## src/rtl/score_keeper.sv

```systemverilog
// -----------------------------------------------------------------------------
// score_keeper
//   Watches the game state machine's 2-bit state and keeps a BCD score while
//   the game is PLAYING: one point per survival tick (every TICK_DIV clocks)
//   and one point per obstacle_passed pulse. When PLAYING ends in GAME_OVER
//   the score is compared with the best score since reset, and the best score
//   is replaced if the new one is strictly greater. Digits drive the HEX
//   display decoders directly.
//
// Ports
//   clk             in   system clock
//   rst             in   asynchronous, active-high reset
//   state           in   game state: 00 START, 01 PLAYING, 10 INSTRUCTIONS,
//                        11 GAME_OVER
//   obstacle_passed in   1-cycle pulse, counted only while in a running game
//   score_bcd       out  current or last score, BCD, digit 0 in bits [3:0]
//   high_bcd        out  best score since reset, BCD
//   new_high        out  last game beat the previous high score
//   saturated       out  score clamped at all-9s during the current/last game
// -----------------------------------------------------------------------------
module score_keeper #(
   parameter int TICK_DIV = 50_000_000,
   parameter int DIGITS   = 4
) (
   input  logic                  clk,
   input  logic                  rst,
   input  logic [1:0]            state,
   input  logic                  obstacle_passed,
   output logic [4*DIGITS-1:0]   score_bcd,
   output logic [4*DIGITS-1:0]   high_bcd,
   output logic                  new_high,
   output logic                  saturated
);

   localparam int                  CNT_W     = $clog2(TICK_DIV);
   localparam logic [CNT_W-1:0]    TICK_LAST = CNT_W'(TICK_DIV - 1);
   localparam logic [1:0]          ST_PLAYING   = 2'b01;
   localparam logic [1:0]          ST_GAME_OVER = 2'b11;
   localparam logic [4*DIGITS-1:0] ALL_NINES = {DIGITS{4'h9}};

   typedef enum logic [1:0] {
      FSM_IDLE = 2'b00,
      FSM_RUN  = 2'b01,
      FSM_HOLD = 2'b10
   } fsm_t;

   // BCD add of a small increment (0..2) with per-digit carry ripple.
   // Returns {carry_out, sum}; a carry out of the top digit means overflow.
   function automatic logic [4*DIGITS:0] bcd_add(input logic [4*DIGITS-1:0] a,
                                                 input logic [1:0]          inc);
      logic [4*DIGITS-1:0] sum;
      logic [4:0]          d;
      logic                c;
      sum = '0;
      d   = {1'b0, a[3:0]} + {3'b000, inc};
      c   = 1'b0;
      for (int i = 0; i < DIGITS; i++) begin
         if (i != 0) begin
            d = {1'b0, a[4*i +: 4]} + {4'b0000, c};
         end
         if (d > 5'd9) begin
            sum[4*i +: 4] = 4'(d - 5'd10);
            c             = 1'b1;
         end else begin
            sum[4*i +: 4] = d[3:0];
            c             = 1'b0;
         end
      end
      return {c, sum};
   endfunction

   // Strictly-greater compare, decided by the most significant differing digit.
   function automatic logic bcd_gt(input logic [4*DIGITS-1:0] a,
                                   input logic [4*DIGITS-1:0] b);
      logic gt;
      logic decided;
      gt      = 1'b0;
      decided = 1'b0;
      for (int i = DIGITS - 1; i >= 0; i--) begin
         if (!decided && (a[4*i +: 4] != b[4*i +: 4])) begin
            gt      = (a[4*i +: 4] > b[4*i +: 4]);
            decided = 1'b1;
         end
      end
      return gt;
   endfunction

   fsm_t                r_fsm;
   fsm_t                w_fsm_next;
   logic [1:0]          r_prev_state;
   logic [CNT_W-1:0]    r_cnt;
   logic [4*DIGITS-1:0] r_score;
   logic [4*DIGITS-1:0] r_high;
   logic                r_new_high;
   logic                r_sat;

   logic                w_start_evt;
   logic                w_end_evt;
   logic                w_tick;
   logic [1:0]          w_inc;
   logic [4*DIGITS:0]   w_sum;
   logic                w_ovf;
   logic [4*DIGITS-1:0] w_next_score;

   assign w_start_evt  = (state == ST_PLAYING) && (r_prev_state != ST_PLAYING);
   assign w_end_evt    = (state != ST_PLAYING) && (r_prev_state == ST_PLAYING);
   assign w_tick       = (r_cnt == TICK_LAST);
   assign w_inc        = {1'b0, w_tick} + {1'b0, obstacle_passed};
   assign w_sum        = bcd_add(r_score, w_inc);
   assign w_ovf        = w_sum[4*DIGITS];
   // Clamp instead of wrapping to zero.
   assign w_next_score = w_ovf ? ALL_NINES : w_sum[4*DIGITS-1:0];

   // Control state
   always_ff @(posedge clk or posedge rst) begin
      if (rst) begin
         r_fsm        <= FSM_IDLE;
         r_prev_state <= 2'b00;
      end else begin
         r_fsm        <= w_fsm_next;
         r_prev_state <= state;
      end
   end

   always_comb begin
      w_fsm_next = r_fsm;
      case (r_fsm)
         FSM_IDLE: if (w_start_evt) w_fsm_next = FSM_RUN;
         FSM_RUN:  if (w_end_evt)   w_fsm_next = FSM_HOLD;
         FSM_HOLD: if (w_start_evt) w_fsm_next = FSM_RUN;
         default:  w_fsm_next = FSM_IDLE;
      endcase
   end

   // Score, tick counter and high score
   always_ff @(posedge clk or posedge rst) begin
      if (rst) begin
         r_cnt      <= '0;
         r_score    <= '0;
         r_high     <= '0;
         r_new_high <= 1'b0;
         r_sat      <= 1'b0;
      end else if (w_start_evt) begin
         // A pass pulse on the start edge is dropped on purpose.
         r_cnt      <= '0;
         r_score    <= '0;
         r_new_high <= 1'b0;
         r_sat      <= 1'b0;
      end else if (r_fsm == FSM_RUN) begin
         if (w_end_evt) begin
            // Events on the end edge are discarded; the registered score is final.
            if ((state == ST_GAME_OVER) && bcd_gt(r_score, r_high)) begin
               r_high     <= r_score;
               r_new_high <= 1'b1;
            end
         end else begin
            r_cnt <= w_tick ? '0 : r_cnt + CNT_W'(1);
            if (w_inc != 2'd0) begin
               r_score <= w_next_score;
               if (w_ovf) begin
                  r_sat <= 1'b1;
               end
            end
         end
      end
   end

   assign score_bcd = r_score;
   assign high_bcd  = r_high;
   assign new_high  = r_new_high;
   assign saturated = r_sat;

endmodule
```

## config.mk

```make
export PLATFORM = sky130hd
export DESIGN_NAME = score_keeper
export DESIGN_NICKNAME = d
export VERILOG_FILES = /design/src/rtl/score_keeper.sv
export SDC_FILE = /design/constraint.sdc
export NUM_CORES = 1
export LEC_CHECK = 0
export CAP_MARGIN = 20
export CORE_MARGIN = 5
export CORE_UTILIZATION = 58
export DETAILED_ROUTE_END_ITERATION = 12
export GPL_TIMING_DRIVEN = 0
export PLACE_DENSITY = 0.78
export SETUP_SLACK_MARGIN = 0.1
export SLEW_MARGIN = 20
export SYNTH_ARGS = -nofsm -noshare
export SYNTH_HDL_FRONTEND = slang
export SYNTH_SLANG_ARGS = --single-unit
```

## constraint.sdc

```tcl
create_clock -name clk -period 8.7 [get_ports clk]
set_input_delay 0.87 -clock clk [delete_from_list [all_inputs] [get_ports clk]]
set_output_delay 0.87 -clock clk [all_outputs]
set_load 0.01 [all_outputs]
```

; Yosys cells after proc, flatten, opt, wreduce, memory -nomap -nowiden
; Cells that the tools add are included.
[word_totals]
input_bits = 5
register_bits = 64
wordCells = 112
out_inout_bits = 34
[op_classes]
bitwise = 1
eq_ne = 15
order_cmp = 8
muxes = 48
n_reduce_logical = 23
addsub = 10
[ops]
columns = operator, n
row1 = 26-bit 2-to-1 mux, 4
row2 = 16-bit 2-to-1 mux, 5
row3 = 1-bit 2-to-1 mux, 32
row4 = 26-bit by 1-bit adder with 26-bit output (second input constant), 1
row5 = 26-bit == test (second input constant), 1
row6 = 5-bit by 4-bit greater-than comparator with 1-bit output (second input constant), 4
row7 = 4-bit greater-than comparator, 4
row8 = 4-bit 2-to-1 mux, 4
row9 = 4-bit inequality test, 4
row10 = 4-bit subtractor (second input constant), 4
row11 = 4-bit by 1-bit adder with 5-bit output, 3
row12 = 2-bit nonzero test, 6
row13 = 4-bit AND reduction, 2
row14 = 2-bit by 1-bit == test with 1-bit output (second input constant), 3
row15 = 1-bit logical AND, 6
row16 = 2-bit by 1-bit inequality test with 1-bit output (second input constant), 3
row17 = 3-bit AND reduction, 2
row18 = 4-bit by 2-bit adder with 5-bit output, 1
row19 = 2-bit == test (second input constant), 2
row20 = 2-bit 2-to-1 mux, 2
row21 = 2-bit inequality test (second input constant), 2
row22 = 2-bit one-hot mux with 2 select lines, 1
row23 = 2-bit AND reduction, 2
row24 = 1-bit logical NOT, 3
row25 = 4 further kinds, 4

; Longest topological paths before layout
; Gate-level depths: netlist of the first run.
[depth]
ltp_word = 28
ltp_mapped = 31
mapped_depth_nobuf = 28

; Worst setup path before layout of the first run
; OpenSTA, ideal clock, no wires.
[synth_path]
path_type = reg-to-reg
startpoint = reg r_cnt[0]
endpoint = reg r_score[2], in the netlist score_bcd[2]
setup_ns = 0.121
synth_period_minus_slack_ns = 6.569
arrival_ns = 6.448
n_path_buf = 2
setup_slack_ns = 2.131
path_stages_with_launch = 29
required_time_ns = 8.579
cell_sequence = dfrtp_1 -> ha_1 -> nand4_1 -> or3_1 -> ha_1 -> ha_1 -> inv_1 -> fa_1 -> a21boi_0 -> o221ai_1 -> inv_1 -> ha_1 -> ha_1 -> nor2_1 -> or3_1 -> a21oi_1 -> ha_1 -> ha_1 -> buf_2 -> nor2_1 -> or3_1 -> a21oi_1 -> ha_1 -> ha_1 -> and3b_1 -> o31a_1 -> buf_2 -> a31o_1 -> a22o_1
[synth_between]
elab_chain_len = 19
word_cells_on_any_way = 24
classes_between = 6 x add/sub / 4 x order compare / 1 x eq/ne / 10 x mux / 3 x reduce/logical
[synth_lines]
columns = element, line_no
row1 = "start, declared", 91  ; logic [CNT_W-1:0] r_cnt;
row2 = "start signal, assigned", 157  ; r_cnt <= w_tick ? '0 : r_cnt + CNT_W'(1);
row3 = 26-bit == test *, 107  ; assign w_tick = (r_cnt == TICK_LAST);
row4 = 1-bit by 1-bit adder with 2-bit output *, 108  ; assign w_inc = {1'b0, w_tick} + {1'b0, obstacle_passed};
row5 = 4-bit by 2-bit adder with 5-bit output, 55  ; d = {1'b0, a[3:0]} + {3'b000, inc};
row6 = 5-bit by 4-bit greater-than comparator with 1-bit output, 61  ; if (d > 5'd9) begin
row7 = 1-bit 2-to-1 mux, 61
row8 = 4-bit by 1-bit adder with 5-bit output, 59  ; d = {1'b0, a[4*i +: 4]} + {4'b0000, c};
row9 = 5-bit by 4-bit greater-than comparator with 1-bit output, 61
row10 = 1-bit 2-to-1 mux, 61
row11 = [... 3 more ...], -
row12 = 4-bit by 1-bit adder with 5-bit output, 59
row13 = 5-bit by 4-bit greater-than comparator with 1-bit output, 61
row14 = 1-bit 2-to-1 mux, 61
row15 = 16-bit 2-to-1 mux, 112  ; assign w_next_score = w_ovf ? ALL_NINES : w_sum[4*DIGITS-1:0];
row16 = 16-bit 2-to-1 mux, 158  ; if (w_inc != 2'd0) begin
row17 = 16-bit 2-to-1 mux, 150  ; if (w_end_evt) begin
row18 = 16-bit 2-to-1 mux, 149  ; end else if (r_fsm == FSM_RUN) begin
row19 = 16-bit 2-to-1 mux, 143  ; end else if (w_start_evt) begin
row20 = "end signal, assigned", 159  ; r_score <= w_next_score;
row21 = "end, declared", 92  ; logic [4*DIGITS-1:0] r_score;
; Every way passes the cells marked *; elsewhere a longest branch is shown, timed or not. The select of a mux whose other input is x is not followed.
; A chain may end at the register's enable or synchronous reset.

; Worst setup path in the final report of the first run
; Same ends and word-level chain as after synthesis.

==> results of run 1 <==
-- final cells by class --
type	count	area [um^2]	area share
multi-input cells	310	2320	0.479
clock inverters	3	17.5	0.00362
flip-flops and latches	64	1600	0.331
well taps	96	120	0.0249
plain buffers	14	70.1	0.0145
clock buffers	12	155	0.0321
repair buffers	39	400	0.0828
inverters	40	153	0.0316
-- flip-flops by register name, indices dropped and copies added (netlist names) --
register / flops
high_bcd: 16
r_prev_state: 2
new_high: 1
score_bcd: 16
saturated: 1
r_fsm: 2
r_cnt: 26
-- per-layer routing --
metal,vias to the layer above,wire length (um),track usage
met2,106,4100,0.337
met4,0,155,0.0830
li1,1662,-,-
met1,1687,4510,0.333
met3,15,506,0.0319
met5,-,0,0
-- worst register-to-register path: cells and delay by family, from the launching register on --
family	cells	cell delay, ns
compound gates	7	1.93
buf+inv	4	0.53
fa+ha+maj	10	2.94
simple gates	7	1.75
flops	1	0.42
-- layout by cell type (no fill, tap or decap), types with 12 or more instances in the layout --
cell type and count:
clkdlybuf4s50_1 38, dfrtp_1 64, a31oi_1 12, ha_1 32
xnor2_1 13, a21oi_1 15, o21ai_0 22, nand3_1 14
inv_1 35, nand4_1 17, nor2_1 30, nand2_1 20
-- per-stage QoR --
stage / std cells / hold WS, ns / instance area [um^2] / power (mW)
6_report: 578 / 0.525 / 4830 / 0.711
5_1_grt: 578 / 0.532 / 4830 / 0.745
4_1_cts: 578 / 0.512 / 4830 / 0.711
3_5_place_dp: 563 / 0.502 / 4660 / 0.483
3_3_place_gp: 562 / 0.491 / 4630 / 0.476
2_1_floorplan: 428 / 0.472 / 4130 / 0.436
-- path summary, 6_finish.rpt --
check                              start            end  slack [ns]  depth (start not counted)
worst max register to register  r_cnt[0]   score_bcd[2]        1.04                         28
worst max-delay path            r_cnt[0]   score_bcd[2]        1.04                         28
worst min-delay path            r_cnt[4]       r_cnt[4]        0.53                          1
min in group asynchronous            rst      r_cnt[22]        0.87                          2
max in group asynchronous            rst  score_bcd[14]        7.31                          3
worst min register to register  r_cnt[4]       r_cnt[4]        0.53                          1
-- cells by family after synthesis --
logic type / count (synthesis) / share of synthesized area
simple gates: 137 / 0.188
compound gates: 97 / 0.162
flops: 64 / 0.388
buf+inv: 54 / 0.0533
fa+ha+maj: 33 / 0.102
xor+xnor: 23 / 0.0487
mux: 20 / 0.0587
-- report_power, final --
group	total, mW	switching (mW)	internal, mW
Combinational	0.143	0.0931	0.0499
Sequential	0.337	0.0217	0.315
Clock	0.231	0.115	0.116
Total	0.711	0.229	0.481
==> metrics.yaml, run 1 <==
synthesis.nets: 466
skew_ns: 0.0119
grt_use_total: 0.226
synthTopCellsByCount: "dfrtp_1 (64), inv_1 (36), ha_1 (32)"
path_max_fanout: 10
synth.most_common_cell: "dfrtp_1"
drv_slew: 0
rows: 30
status: "completed"
dieArea_um2: 8910
tritoncts: "done"
drv_cap: 0
cts_buffer_depth: 2
maxSlewHeadroom: 0.463
drt-wirelength-per-cell_um: 16.0
drc: 0
portBuffers: 38
cts_made_buffers: 9
fin_crit_ns: 7.66
slowest_delay_ns: 0.65
synth_top_area_cell: "dfrtp_1"
pwr_density_cell_nw_per_um2: 147
initial_utilization: 0.602
fp.dieW_um: 94.4
min_path_type: "register to register"
critical-path-top-delay-family: "adder cells"
hold_buffers: 0
finalWorstSetupSlack_ns: 1.04
ant_nets: 0
area_growth_pct: 17.0
end_kind: "register"
yosys-top-cells-area: "dfrtp_1 (39%), ha_1 (9.7%), inv_1 (3.3%)"
start_kind: "register"
root_buffer: "clkbuf_8"
worstSkewPairLatency_ns: 0.35
ys_async_sr_fraction: 1.00
cts_resized: 0
path_clk_slew_ns: 0.07
cts_setup_buffers: 0
fmax_ghz: 0.131
core-area_um2: 6870
synth_edf_count: 0
place_congestion: 0.862
wl_um: 9260
fin_tns_setup_ns: 0
dp_hpwl_um: 6770
num-fill-cells: 554
vias_per_cell: 6.00
antenna_cells: 0
drtPass1Iterations: 5
grt_pass1_vias: 3305
post-route-util: 0.704
hold_viol_final: 0
drtIter0Drc: 208
cts_num_sinks: 64
cp_num_buf_inv: 4
p_leak_nw: 2.17
ys.warnings.count: 0
ys_types: 62
synth_flop_cell: "dfrtp_1"
cp_slowest_cell: "fa_1"
ir_drop_uv: 96.9
layout-drive-gt1-share: 0.118
vias: 3470
grt_pass1_wl_um: 15900
worst_pin_slew_ns: 0.800
setup_viol: 0
htreeDepth: 3
dp_slack_ns: 1.09
syn_inst: 428
critPathRequiredTime_ns: 8.94
antenna_found_initial: 0
synth-seq-area-share: 0.388
critical_path_class: "register to register"
gr-total-overflow: 0
critPathMostFrequentCell: "ha_1"
synth-seq-cells: 64
syn_area_per_cell_um2: 9.66
synth.cell_area_um2: 4130
synth_top_area_frac: 0.388
nets: 516
fin_crit_sh: 0.880
grt_start_max_net_pins: 35
critical_path_arrival_ns: 7.90
fp.dieH_um: 94.4
rsz0062_at_grt: "false"
ios: 39
Note: power is estimated with default switching activity, not from simulation.
==> run 2, diff against run 1 <==
ABC_CLOCK_PERIOD_IN_PS = 8700   (was not set)
==> results of run 2 <==
Same layout as run 1: the final DEF is identical, and so are final timing and power.
==> run 3, diff against run 2 <==
GPL_ROUTABILITY_DRIVEN = 0   (was not set)
==> results of run 3 <==
Same layout as run 1: the final DEF is identical, and so are final timing and power.
